`config.mk`:
```
export PLATFORM = sky130hd
export DESIGN_NAME = i2c_slave_regs
export DESIGN_NICKNAME = d
export VERILOG_FILES = /design/src/rtl/i2c_pkg.sv /design/src/rtl/i2c_line_cond.sv /design/src/rtl/i2c_slave_regs.sv
export SDC_FILE = /design/constraint.sdc
export NUM_CORES = 1
export LEC_CHECK = 0
export BUFFER_PORTS_ARGS = -buffer_cell sky130_fd_sc_hd__buf_4
export CORE_MARGIN = 3
export CORE_UTILIZATION = 45
export CTS_BUF_LIST = sky130_fd_sc_hd__clkbuf_8
export DETAILED_ROUTE_END_ITERATION = 16
export PLACE_DENSITY = 0.62
export RECOVER_POWER = 25
export SLEW_MARGIN = 25
export SYNTH_ARGS = -nofsm -noshare
export SYNTH_HDL_FRONTEND = slang
export SYNTH_HIERARCHICAL = 1
export SYNTH_SLANG_ARGS = --single-unit
```
`constraint.sdc`:
```
create_clock -name clk_clk -period 2.9 [get_ports clk_clk]
set_input_delay 0.58 -clock clk_clk [delete_from_list [all_inputs] [get_ports clk_clk]]
set_output_delay 0.58 -clock clk_clk [all_outputs]
set_load 0.005 [all_outputs]
```
`src/rtl/i2c_pkg.sv`:
```
// Shared types and constants for the I2C register-file target.
package i2c_pkg;

    localparam int   SYNC_STAGES = 2;
    localparam int   FILT_LEN    = 3;
    localparam logic ACK         = 1'b0;
    localparam logic NACK        = 1'b1;

    typedef logic [7:0] byte_t;

    typedef enum logic [2:0] {
        ST_IDLE     = 3'd0,
        ST_ADDR     = 3'd1,
        ST_ADDR_ACK = 3'd2,
        ST_WR_DATA  = 3'd3,
        ST_WR_ACK   = 3'd4,
        ST_RD_DATA  = 3'd5,
        ST_RD_ACK   = 3'd6
    } state_e;

    // Two-out-of-three vote used by the line glitch filter.
    function automatic logic maj3(input logic [2:0] s);
        return (s[0] & s[1]) | (s[0] & s[2]) | (s[1] & s[2]);
    endfunction

endpackage

```
`src/rtl/i2c_line_cond.sv`:
```
// Synchronises and filters SCL/SDA, then decodes clock edges and START/STOP.
module i2c_line_cond
    import i2c_pkg::*;
(
    input  logic clk,
    input  logic rst_n,
    input  logic scl_in,
    input  logic sda_in,
    output logic sda_level,
    output logic scl_rise,
    output logic scl_fall,
    output logic start_det,
    output logic stop_det
);

    logic [SYNC_STAGES-1:0] scl_sync_r;
    logic [SYNC_STAGES-1:0] sda_sync_r;
    logic [FILT_LEN-2:0]    scl_hist_r;
    logic [FILT_LEN-2:0]    sda_hist_r;
    logic                   scl_filt_r;
    logic                   sda_filt_r;
    logic                   scl_prev_r;
    logic                   sda_prev_r;
    logic                   scl_sync_s;
    logic                   sda_sync_s;

    assign scl_sync_s = scl_sync_r[SYNC_STAGES-1];
    assign sda_sync_s = sda_sync_r[SYNC_STAGES-1];

    // Synchroniser, vote history and filtered/previous levels; idle bus reads high.
    always_ff @(posedge clk or negedge rst_n) begin
        if (!rst_n) begin
            scl_sync_r <= {SYNC_STAGES{1'b1}};
            sda_sync_r <= {SYNC_STAGES{1'b1}};
            scl_hist_r <= {(FILT_LEN-1){1'b1}};
            sda_hist_r <= {(FILT_LEN-1){1'b1}};
            scl_filt_r <= 1'b1;
            sda_filt_r <= 1'b1;
            scl_prev_r <= 1'b1;
            sda_prev_r <= 1'b1;
        end else begin
            scl_sync_r <= {scl_sync_r[SYNC_STAGES-2:0], scl_in};
            sda_sync_r <= {sda_sync_r[SYNC_STAGES-2:0], sda_in};
            scl_hist_r <= {scl_hist_r[FILT_LEN-3:0], scl_sync_s};
            sda_hist_r <= {sda_hist_r[FILT_LEN-3:0], sda_sync_s};
            scl_filt_r <= maj3({scl_sync_s, scl_hist_r});
            sda_filt_r <= maj3({sda_sync_s, sda_hist_r});
            scl_prev_r <= scl_filt_r;
            sda_prev_r <= sda_filt_r;
        end
    end

    // SDA edges only count as bus conditions while SCL stays high across them.
    always_comb begin
        sda_level = sda_filt_r;
        scl_rise  = scl_filt_r & ~scl_prev_r;
        scl_fall  = ~scl_filt_r & scl_prev_r;
        start_det = scl_filt_r & scl_prev_r & sda_prev_r & ~sda_filt_r;
        stop_det  = scl_filt_r & scl_prev_r & ~sda_prev_r & sda_filt_r;
    end

endmodule

```
`src/rtl/i2c_slave_regs.sv`:
```
// I2C target exposing NREGS byte registers with an auto-incrementing pointer.
module i2c_slave_regs
    import i2c_pkg::*;
#(
    parameter logic [6:0] SLAVE_ADDR = 7'h42,
    parameter int         NREGS      = 4,
    parameter int         PTR_W      = 2
) (
    input  logic               clk_clk,
    input  logic               reset_reset_n,
    input  logic               scl_in,
    input  logic               sda_in,
    output logic               scl_oe,
    output logic               sda_oe,
    output logic [NREGS*8-1:0] regs_out,
    output logic               wr_strobe,
    output logic [PTR_W-1:0]   wr_index,
    output logic               busy
);

    logic [1:0]       rst_sync_r;
    logic             rst_n_s;
    logic             sda_lvl_s;
    logic             scl_rise_s;
    logic             scl_fall_s;
    logic             start_det_s;
    logic             stop_det_s;

    state_e           state_r;
    logic [3:0]       bit_cnt_r;
    byte_t            shift_r;
    logic [PTR_W-1:0] ptr_r;
    byte_t            regs_r [NREGS];
    logic             sda_oe_r;
    logic             wr_strobe_r;
    logic [PTR_W-1:0] wr_index_r;
    logic             busy_r;
    logic             ack_on_r;
    logic             first_byte_r;
    logic             rw_r;

    byte_t            rx_byte_s;
    logic             last_bit_s;
    logic [PTR_W-1:0] ptr_inc_s;
    byte_t            rd_byte_s;
    byte_t            rd_next_s;

    // Reset asserts immediately but releases in step with clk_clk.
    always_ff @(posedge clk_clk or negedge reset_reset_n) begin
        if (!reset_reset_n) begin
            rst_sync_r <= 2'b00;
        end else begin
            rst_sync_r <= {rst_sync_r[0], 1'b1};
        end
    end
    assign rst_n_s = rst_sync_r[1];

    i2c_line_cond u_line_cond (
        .clk       (clk_clk),
        .rst_n     (rst_n_s),
        .scl_in    (scl_in),
        .sda_in    (sda_in),
        .sda_level (sda_lvl_s),
        .scl_rise  (scl_rise_s),
        .scl_fall  (scl_fall_s),
        .start_det (start_det_s),
        .stop_det  (stop_det_s)
    );

    // Byte assembly and pointer arithmetic shared by the FSM.
    always_comb begin
        rx_byte_s  = {shift_r[6:0], sda_lvl_s};
        last_bit_s = (bit_cnt_r == 4'd7);
        ptr_inc_s  = ptr_r + PTR_W'(1);
        rd_byte_s  = regs_r[ptr_r];
        rd_next_s  = regs_r[ptr_inc_s];
    end

    // Protocol FSM; bus conditions override any bit event in the same cycle.
    always_ff @(posedge clk_clk or negedge rst_n_s) begin
        if (!rst_n_s) begin
            state_r      <= ST_IDLE;
            bit_cnt_r    <= 4'd0;
            shift_r      <= 8'h00;
            ptr_r        <= '0;
            sda_oe_r     <= 1'b0;
            wr_strobe_r  <= 1'b0;
            wr_index_r   <= '0;
            busy_r       <= 1'b0;
            ack_on_r     <= 1'b0;
            first_byte_r <= 1'b0;
            rw_r         <= 1'b0;
            for (int k = 0; k < NREGS; k++) begin
                regs_r[k] <= 8'h00;
            end
        end else begin
            wr_strobe_r <= 1'b0;
            if (stop_det_s) begin
                state_r   <= ST_IDLE;
                sda_oe_r  <= 1'b0;
                busy_r    <= 1'b0;
                bit_cnt_r <= 4'd0;
                ack_on_r  <= 1'b0;
            end else if (start_det_s) begin
                state_r   <= ST_ADDR;
                sda_oe_r  <= 1'b0;
                bit_cnt_r <= 4'd0;
                ack_on_r  <= 1'b0;
            end else begin
                case (state_r)
                    ST_IDLE: begin
                        sda_oe_r <= 1'b0;
                        busy_r   <= 1'b0;
                    end
                    ST_ADDR: begin
                        if (scl_rise_s) begin
                            shift_r   <= rx_byte_s;
                            bit_cnt_r <= bit_cnt_r + 4'd1;
                            if (last_bit_s) begin
                                bit_cnt_r <= 4'd0;
                                if (rx_byte_s[7:1] == SLAVE_ADDR) begin
                                    state_r      <= ST_ADDR_ACK;
                                    rw_r         <= rx_byte_s[0];
                                    busy_r       <= 1'b1;
                                    first_byte_r <= 1'b1;
                                    ack_on_r     <= 1'b0;
                                end else begin
                                    state_r <= ST_IDLE;
                                    busy_r  <= 1'b0;
                                end
                            end
                        end
                    end
                    ST_ADDR_ACK: begin
                        // First fall drives the ACK, second fall ends the ACK bit.
                        if (scl_fall_s) begin
                            if (!ack_on_r) begin
                                sda_oe_r <= ~ACK;
                                ack_on_r <= 1'b1;
                            end else begin
                                ack_on_r  <= 1'b0;
                                bit_cnt_r <= 4'd0;
                                if (rw_r) begin
                                    state_r  <= ST_RD_DATA;
                                    sda_oe_r <= ~rd_byte_s[7];
                                    shift_r  <= {rd_byte_s[6:0], 1'b0};
                                end else begin
                                    state_r  <= ST_WR_DATA;
                                    sda_oe_r <= 1'b0;
                                end
                            end
                        end
                    end
                    ST_WR_DATA: begin
                        if (scl_rise_s) begin
                            shift_r   <= rx_byte_s;
                            bit_cnt_r <= bit_cnt_r + 4'd1;
                            if (last_bit_s) begin
                                bit_cnt_r <= 4'd0;
                                state_r   <= ST_WR_ACK;
                                ack_on_r  <= 1'b0;
                                if (first_byte_r) begin
                                    ptr_r        <= rx_byte_s[PTR_W-1:0];
                                    first_byte_r <= 1'b0;
                                end else begin
                                    regs_r[ptr_r] <= rx_byte_s;
                                    wr_strobe_r   <= 1'b1;
                                    wr_index_r    <= ptr_r;
                                    ptr_r         <= ptr_inc_s;
                                end
                            end
                        end
                    end
                    ST_WR_ACK: begin
                        if (scl_fall_s) begin
                            if (!ack_on_r) begin
                                sda_oe_r <= ~ACK;
                                ack_on_r <= 1'b1;
                            end else begin
                                sda_oe_r  <= 1'b0;
                                ack_on_r  <= 1'b0;
                                bit_cnt_r <= 4'd0;
                                state_r   <= ST_WR_DATA;
                            end
                        end
                    end
                    ST_RD_DATA: begin
                        if (scl_fall_s) begin
                            if (bit_cnt_r == 4'd8) begin
                                sda_oe_r  <= 1'b0;
                                bit_cnt_r <= 4'd0;
                                state_r   <= ST_RD_ACK;
                            end else begin
                                sda_oe_r <= ~shift_r[7];
                                shift_r  <= {shift_r[6:0], 1'b0};
                            end
                        end else if (scl_rise_s) begin
                            bit_cnt_r <= bit_cnt_r + 4'd1;
                        end
                    end
                    ST_RD_ACK: begin
                        // Next byte is staged here and its MSB goes out on the coming fall.
                        if (scl_rise_s) begin
                            if (sda_lvl_s == NACK) begin
                                state_r <= ST_IDLE;
                                busy_r  <= 1'b0;
                            end else begin
                                ptr_r     <= ptr_inc_s;
                                shift_r   <= rd_next_s;
                                bit_cnt_r <= 4'd0;
                                state_r   <= ST_RD_DATA;
                            end
                        end
                    end
                    default: begin
                        state_r  <= ST_IDLE;
                        sda_oe_r <= 1'b0;
                        busy_r   <= 1'b0;
                    end
                endcase
            end
        end
    end

    for (genvar k = 0; k < NREGS; k++) begin : g_regs
        assign regs_out[8*k +: 8] = regs_r[k];
    end

    assign scl_oe    = 1'b0;
    assign sda_oe    = sda_oe_r;
    assign wr_strobe = wr_strobe_r;
    assign wr_index  = wr_index_r;
    assign busy      = busy_r;

endmodule

```
==> results.ini, run 1 <==
[run_status]
status=finished, final reports clean

[clock_network]
cts_tree=done
clk_pin_slew_ps=80
htreeDepth=3
clockBufferDepth=2
clock_sinks=71
post_cts_buffers=0
cts_inserted_buffers=9
root_buffer=clkbuf_8
clk_latency_ps=340

[synthesis]
synth_edf_count=0
synth_warnings=6
avgSynthCellArea_um2=11.9
synthesis.instances=330
synth_area_leader_cell=dfrtp_1
syn_nets=341
synth_area_um2=3940
ys_seq_elements=71
async_reset_ff_share_pct=100
yosysTopAreaCellShare_pct=37.5
synthFlopType=dfrtp_1
yosys-top-cells-count=dfrtp_1 (59), mux2_2 (43), nand3_1 (22)
ys_seq_area_share_pct=45.5
yosysUniqueCellTypes=60
yosysMostFrequentCell=dfrtp_1
netlist_top_cells_area=dfrtp_1 (37%), mux2_2 (12%), mux4_2 (9.1%)

[sta]
max_freq_mhz=408
hold_violations=0
rsz0062_at_grt=no
period_share_pct=84.5
slew_headroom_pct=4.47
hold_ws_ps=216
finalSetupViolCount=0
worst_slew_pin_slew_ps=1430
slew_violations=0
fin_crit_ps=2450
final.setup_skew_ps=7.87
fin_tns_setup_ps=0

[routing]
wl_per_cell_um=19.1
drtPass1Iterations=4
via_count=2862
routed_wl_um=9220
drt_iter0_drc=190
drc=0
antenna_left=0
viasPerCell=5.93

[floorplan]
die_y_um=99.6
io_pins=42
coreArea_um2=8340
die_area_um2=9910
die_w_um=99.6
start_util_pct=47.2
num_rows=33

[grt]
grt_overflow=0
top_usage_layer=met2
grt_max_degree=58
grt_pass1_vias=2895
use_met3_pct=4.63
grt_util_met2_pct=33.9
grt.total_usage_pct=19.7
grt_antenna_before_repair=0
grt_use_met1_pct=25.4
grt_pass1_wl_um=15300

[place]
gp_congestion=0.918
hpwl_um=6300
port_buffers=40

[worst_setup_path]
crit_fanout=8
worstPathRequired_ps=3120
cp-start-kind=register
slowest_delay_ps=590
crit_chain=nor2b_1 -> nor3b_2 -> nand4_2 -> nor2_8 -> nand2_4 -> mux2_4
slowest_stage=dfstp_1
r2r_cells=6
crit_type=reg -> reg
critPathCaptureType=register
crit_arrival_ps=2670

[flow_run]
drv_cap=0

[final_layout]
diodes=0
fillers=737
final_layout_size_suffix_gt1_share_pct=38.9
register_area_um2=1790
nets=384
syn2layout_area_growth_pct=14.4
multi_input_area_um2=2010

[power]
vdd_drop_max_v=0.000299
p_per_area_nw_per_um2=659
p_leak_nw=2.09

[hold_path]
hold_class=reg -> async

==> worst paths after layout <==
path / from / end / slack (ps)
worst min-delay path: rst_sync_r[1] / regs_out[26] / 220
max in group asynchronous: rst_sync_r[1] / regs_out[6] / 920
worst min register to register: rst_sync_r[1] / regs_out[26] / 220
worst max-delay path: u_line_cond/scl_filt_r / regs_out[0] / 450
worst max register to register: u_line_cond/scl_filt_r / regs_out[0] / 450
min in group clk_clk: sda_in / u_line_cond/sda_sync_r[0] / 350
==> worst max-delay path, delay by kind of cell, from the launching register on <==
family,cells,cell delay (ps)
simple gates,5,1410
flops,1,590
mux,1,320
==> metrics by stage <==
step	util (%)	instances	worst slack (ps)	instance area [um^2]	power [W]
final	54.0	483	450	4510	0.00297
after CTS	54.3	483	475	4530	0.00300
after detailed placement	52.1	466	499	4350	0.00229
after global routing	54.0	483	225	4510	0.00316
after floorplan	-	330	335	3940	0.00205
after global placement	52.1	466	501	4350	0.00228
==> logic make-up (layout without fill, tap and decap cells) <==
group                      Yosys count  after routing  synth area share (%)
and+or+nand+nor                    100            100                  15.4
DFF                                 71             71                  45.5
muxes                               64             64                  22.9
AOI/OAI and AO/OA                   58             58                  9.66
buffers and inverters               25             73                  3.37
adders and majority gates            9              9                  2.80
other                                2              2                 0.191
xor gates and xnor gates             1              1                 0.222
==> power breakdown <==
part,internal (W),switching [W]
clock network,0.000311,0.000387
logic,0.000442,0.000629
registers,0.00107,0.000132
==> per-layer routing <==
layer  part of all wire (%)  vias up  wire length, um
li1                       -     1319                -
met1                     42     1456             3910
met2                     52       77             4770
met3                    4.6       10              421
met4                    1.2        0              112
met5                      0        -                0
==> cell type report <==
type                       instances  share of cell area (%)
clock buffer                       9                    2.75
inverter                           7                   0.583
timing repair buffer              50                    8.25
clock inverter                     7                    1.08
tap                              105                    2.92
multi-input combinational        234                    44.7
sequential                        71                    39.8
==> sequential cells by signal (all words and copies together) (netlist names), 2 cells and up <==
name	count
regs_out	32
shift_r	8
bit_cnt_r	4
state_r	3
ptr_r	2
rst_sync_r	2
u_line_cond/scl_hist_r	2
u_line_cond/scl_sync_r	2
u_line_cond/sda_hist_r	2
u_line_cond/sda_sync_r	2
wr_index	2
==> what timing repair did <==
action / 4_1_cts / 5_1_grt
hold buffers: 1 / 0
hold endpoints to repair: 2 / 0
gates resized for setup: 0 / 0
==> layout by cell type (no fill, tap or decap), types with 6 or more instances in the layout <==
master    Yosys  layout
buf_4         4      45
inv_1         5       6
mux4_2       16      16
a21oi_1      16      16
ha_1          7       7
nand2_1      18      18
clkbuf_8      0       9
a22oi_1       7       7
nand3_1      22      22
nor3_1        6       6
mux2_2       43      43
o21ai_0       9       9
dfstp_2      12       7
dfrtp_1      59      59
nor2_1       12      12
No activity file was read; power rests on OpenSTA's default activity.
==> inputs of run 2 (changes only) <==
- PLACE_DENSITY: 0.62 -> 0.64
- clock period: 2.9 -> 2.1 ns (I/O delays scaled with it)
==> run 2 against run 1 <==
  * Routed wire length rose by 0.54%
  * Die area did not move
  * Global-route usage rose by 0.21 points
  * Combinational power rose by 59%
  * Clock skew rose by 4.4 ps
  * Largest cell class unchanged
  * Non-clock buffer count rose by 23
  * Clock-buffer cell count did not move
  * Via count rose by 2.3%
  * Register-to-register slack got worse by 400 ps
  * Cell count rose by 4.8%
  * Sequential cell count did not move
==> results.ini, run 2 (same netlist as run 1, synthesis figures left out) <==
[routing]
drtPass1Iterations=4  ; unchanged
drc=0  ; unchanged
drt_iter0_drc=120  ; -37%
wl_per_cell_um=18.3  ; -4.0%
viasPerCell=5.79  ; -2.3%
via_count=2929  ; +2.3%
routed_wl_um=9270  ; +0.54%
antenna_left=0  ; unchanged

[grt]
grt_pass1_vias=3035  ; +4.8%
grt_pass1_wl_um=15500  ; +1.1%
grt_max_degree=45  ; -22%
grt_overflow=0  ; unchanged
grt_antenna_before_repair=0  ; unchanged
grt.total_usage_pct=19.9  ; +0.21 points

[final_layout]
diodes=0  ; unchanged
final_common_cell=buf_4
syn2layout_area_growth_pct=22.0
nets=407  ; +6.0%
layout_common_cells=buf_4 (66), dfrtp_1 (57), mux2_2 (43)
largest_reg_flops=32  ; unchanged
final_util_pct=57.6  ; +3.6 points
final_layout_size_suffix_gt1_share_pct=45.1  ; +6.2 points

[sta]
hold_violations=0  ; unchanged
worst_slew_pin_slew_ps=609  ; -824 ps
max_freq_mhz=487  ; +19%
fin_crit_ps=2050  ; -398 ps
rsz0062_at_grt=yes
period_share_pct=97.7  ; +13 points
final.setup_skew_ps=12.3  ; +4.41 ps
fin_tns_setup_ps=0  ; unchanged
slew_headroom_pct=59.4  ; +55 points
slew_violations=0  ; unchanged
finalSetupViolCount=0  ; unchanged

[place]
port_buffers=40  ; unchanged
gp_congestion=0.876  ; -4.6%
hpwl_um=6550  ; +4.0%

[floorplan]
die_area_um2=9910  ; unchanged
die_w_um=99.6  ; unchanged
coreArea_um2=8340  ; unchanged
num_rows=33  ; unchanged
start_util_pct=47.2  ; unchanged
io_pins=42  ; unchanged
die_y_um=99.6  ; unchanged

[worst_setup_path]
critical_path_buf_inv_count=1  ; +1
cp-start-kind=register
r2r_slack_ps=50  ; -400 ps
crit_type=reg -> reg
regToRegStartpoint=u_line_cond/sda_level
slowest_delay_ps=540  ; -50 ps
worstReg2RegEnd=regs_out[12]
critPathCaptureType=register
crit_family=simple AND/OR/NAND/NOR gates
crit_fanout=8  ; unchanged
slowest_stage=dfstp_2
crit_arrival_ps=2270  ; -400 ps
r2r_cells=7  ; +1
worstPathRequired_ps=2320  ; -800 ps
crit_chain=and4b_1 -> nor3b_2 -> nand4_2 -> nor2_8 -> buf_4 -> nand2_8 -> mux2_2

[clock_network]
clk_pin_slew_ps=80  ; about the same
clockBufferDepth=2  ; unchanged
clk_latency_ps=340  ; about the same
htreeDepth=3  ; unchanged
root_buffer=clkbuf_8
cts_inserted_buffers=9  ; unchanged
cts_tree=done
clock_sinks=71  ; unchanged

[power]
intPower_w=0.00291  ; +60%
p_sw_share_pct=35.6  ; -3.0 points
pwr-share-comb_pct=37.5  ; +1.4 points
vdd_drop_max_v=0.000368  ; +23%
pwr-share-seq_pct=36.3  ; -4.1 points
p_sw_w=0.00161  ; +41%
p_leak_nw=2.22  ; +5.9%
total_power_w=0.00453  ; +53%
p_clk_share_pct=26.3  ; +2.8 points
p_per_area_nw_per_um2=943  ; +43%

[flow_run]
drv_cap=0  ; unchanged

[hold_path]
hold_class=in -> reg
min_to=u_line_cond/scl_sync_r[0]
hp-start=scl_in
holdPathStages=1

[run_status]
status=finished, final reports clean

[run 2: cell types whose count changed in the layout (fill, tap and decap cells not counted), moves of 2 or more]
cell and delta:
maj3_2 +2, nand2_8 +3, maj3_1 -2, buf_4 +21, inv_6 -2, dfstp_2 +5, bufinv_16 +2, nand2_4 -3
dfstp_1 -5, dfrtp_1 -2, buf_12 +3, dfrtp_2 +2
[run 2: repair_timing]
item / CTS / global route
hold buffers: 1 / 0
hold endpoints to repair: 2 / 0
gates resized for setup: 0 / 5
setup endpoints to repair: 0 / 45
setup buffers: 0 / 5
[run 2: worst max path at each step]
| stage | startpoint | end | slack (ps) | depth (start not counted) |
|---|---|---|---|---|
| global route | u_line_cond/sda_level | regs_out[12] | -40 | 7 |
| finish | u_line_cond/sda_level | regs_out[12] | 50 | 7 |
| global placement | u_line_cond/sda_level | regs_out[0] | 40 | 6 |
| CTS | u_line_cond/sda_level | regs_out[0] | 8 | 6 |
| floorplan | ptr_r[0] | shift_r[6] | -110 | 9 |
| detailed placement | u_line_cond/sda_level | regs_out[0] | 30 | 6 |
[run 2: final cells by class]
class,count,area [um^2]
multi-input combinational,234,2060
tap,105,131
timing repair buffer,73,581
fill,722,3540
clock inverter,7,88.8
sequential,71,1790
clock buffer,9,124
inverter,7,28.8
[run 2: layer usage]
layer | wire, um | share of wire, % | GRT usage, % | up-vias
met5 | 0 | 0 | 0 | -
met4 | 58 | 0.63 | 5.25 | 0
met3 | 410 | 4.4 | 3.72 | 4
met2 | 4580 | 49 | 33.1 | 71
met1 | 4220 | 46 | 27.1 | 1489
li1 | - | - | - | 1365
[run 2: power by group through the flow]
stage | Combinational, W | Sequential [W] | Clock (W)
after floorplan | 0.00129 | 0.00160 | 0
after global placement | 0.00166 | 0.00166 | 0
after detailed placement | 0.00167 | 0.00167 | 0
after CTS | 0.00168 | 0.00164 | 0.00122
after global routing | 0.00187 | 0.00167 | 0.00127
final | 0.00170 | 0.00164 | 0.00119
[run 2: metrics by stage]
step	hold WS, ps	setup WS (ps)	area, um^2	std cells
floorplan	124	-107	3980	330
global placement	202	39.4	4510	484
detailed placement	205	31.3	4510	484
CTS	175	7.94	4730	501
global route	171	-43.8	4800	506
finish	186	47.7	4800	506
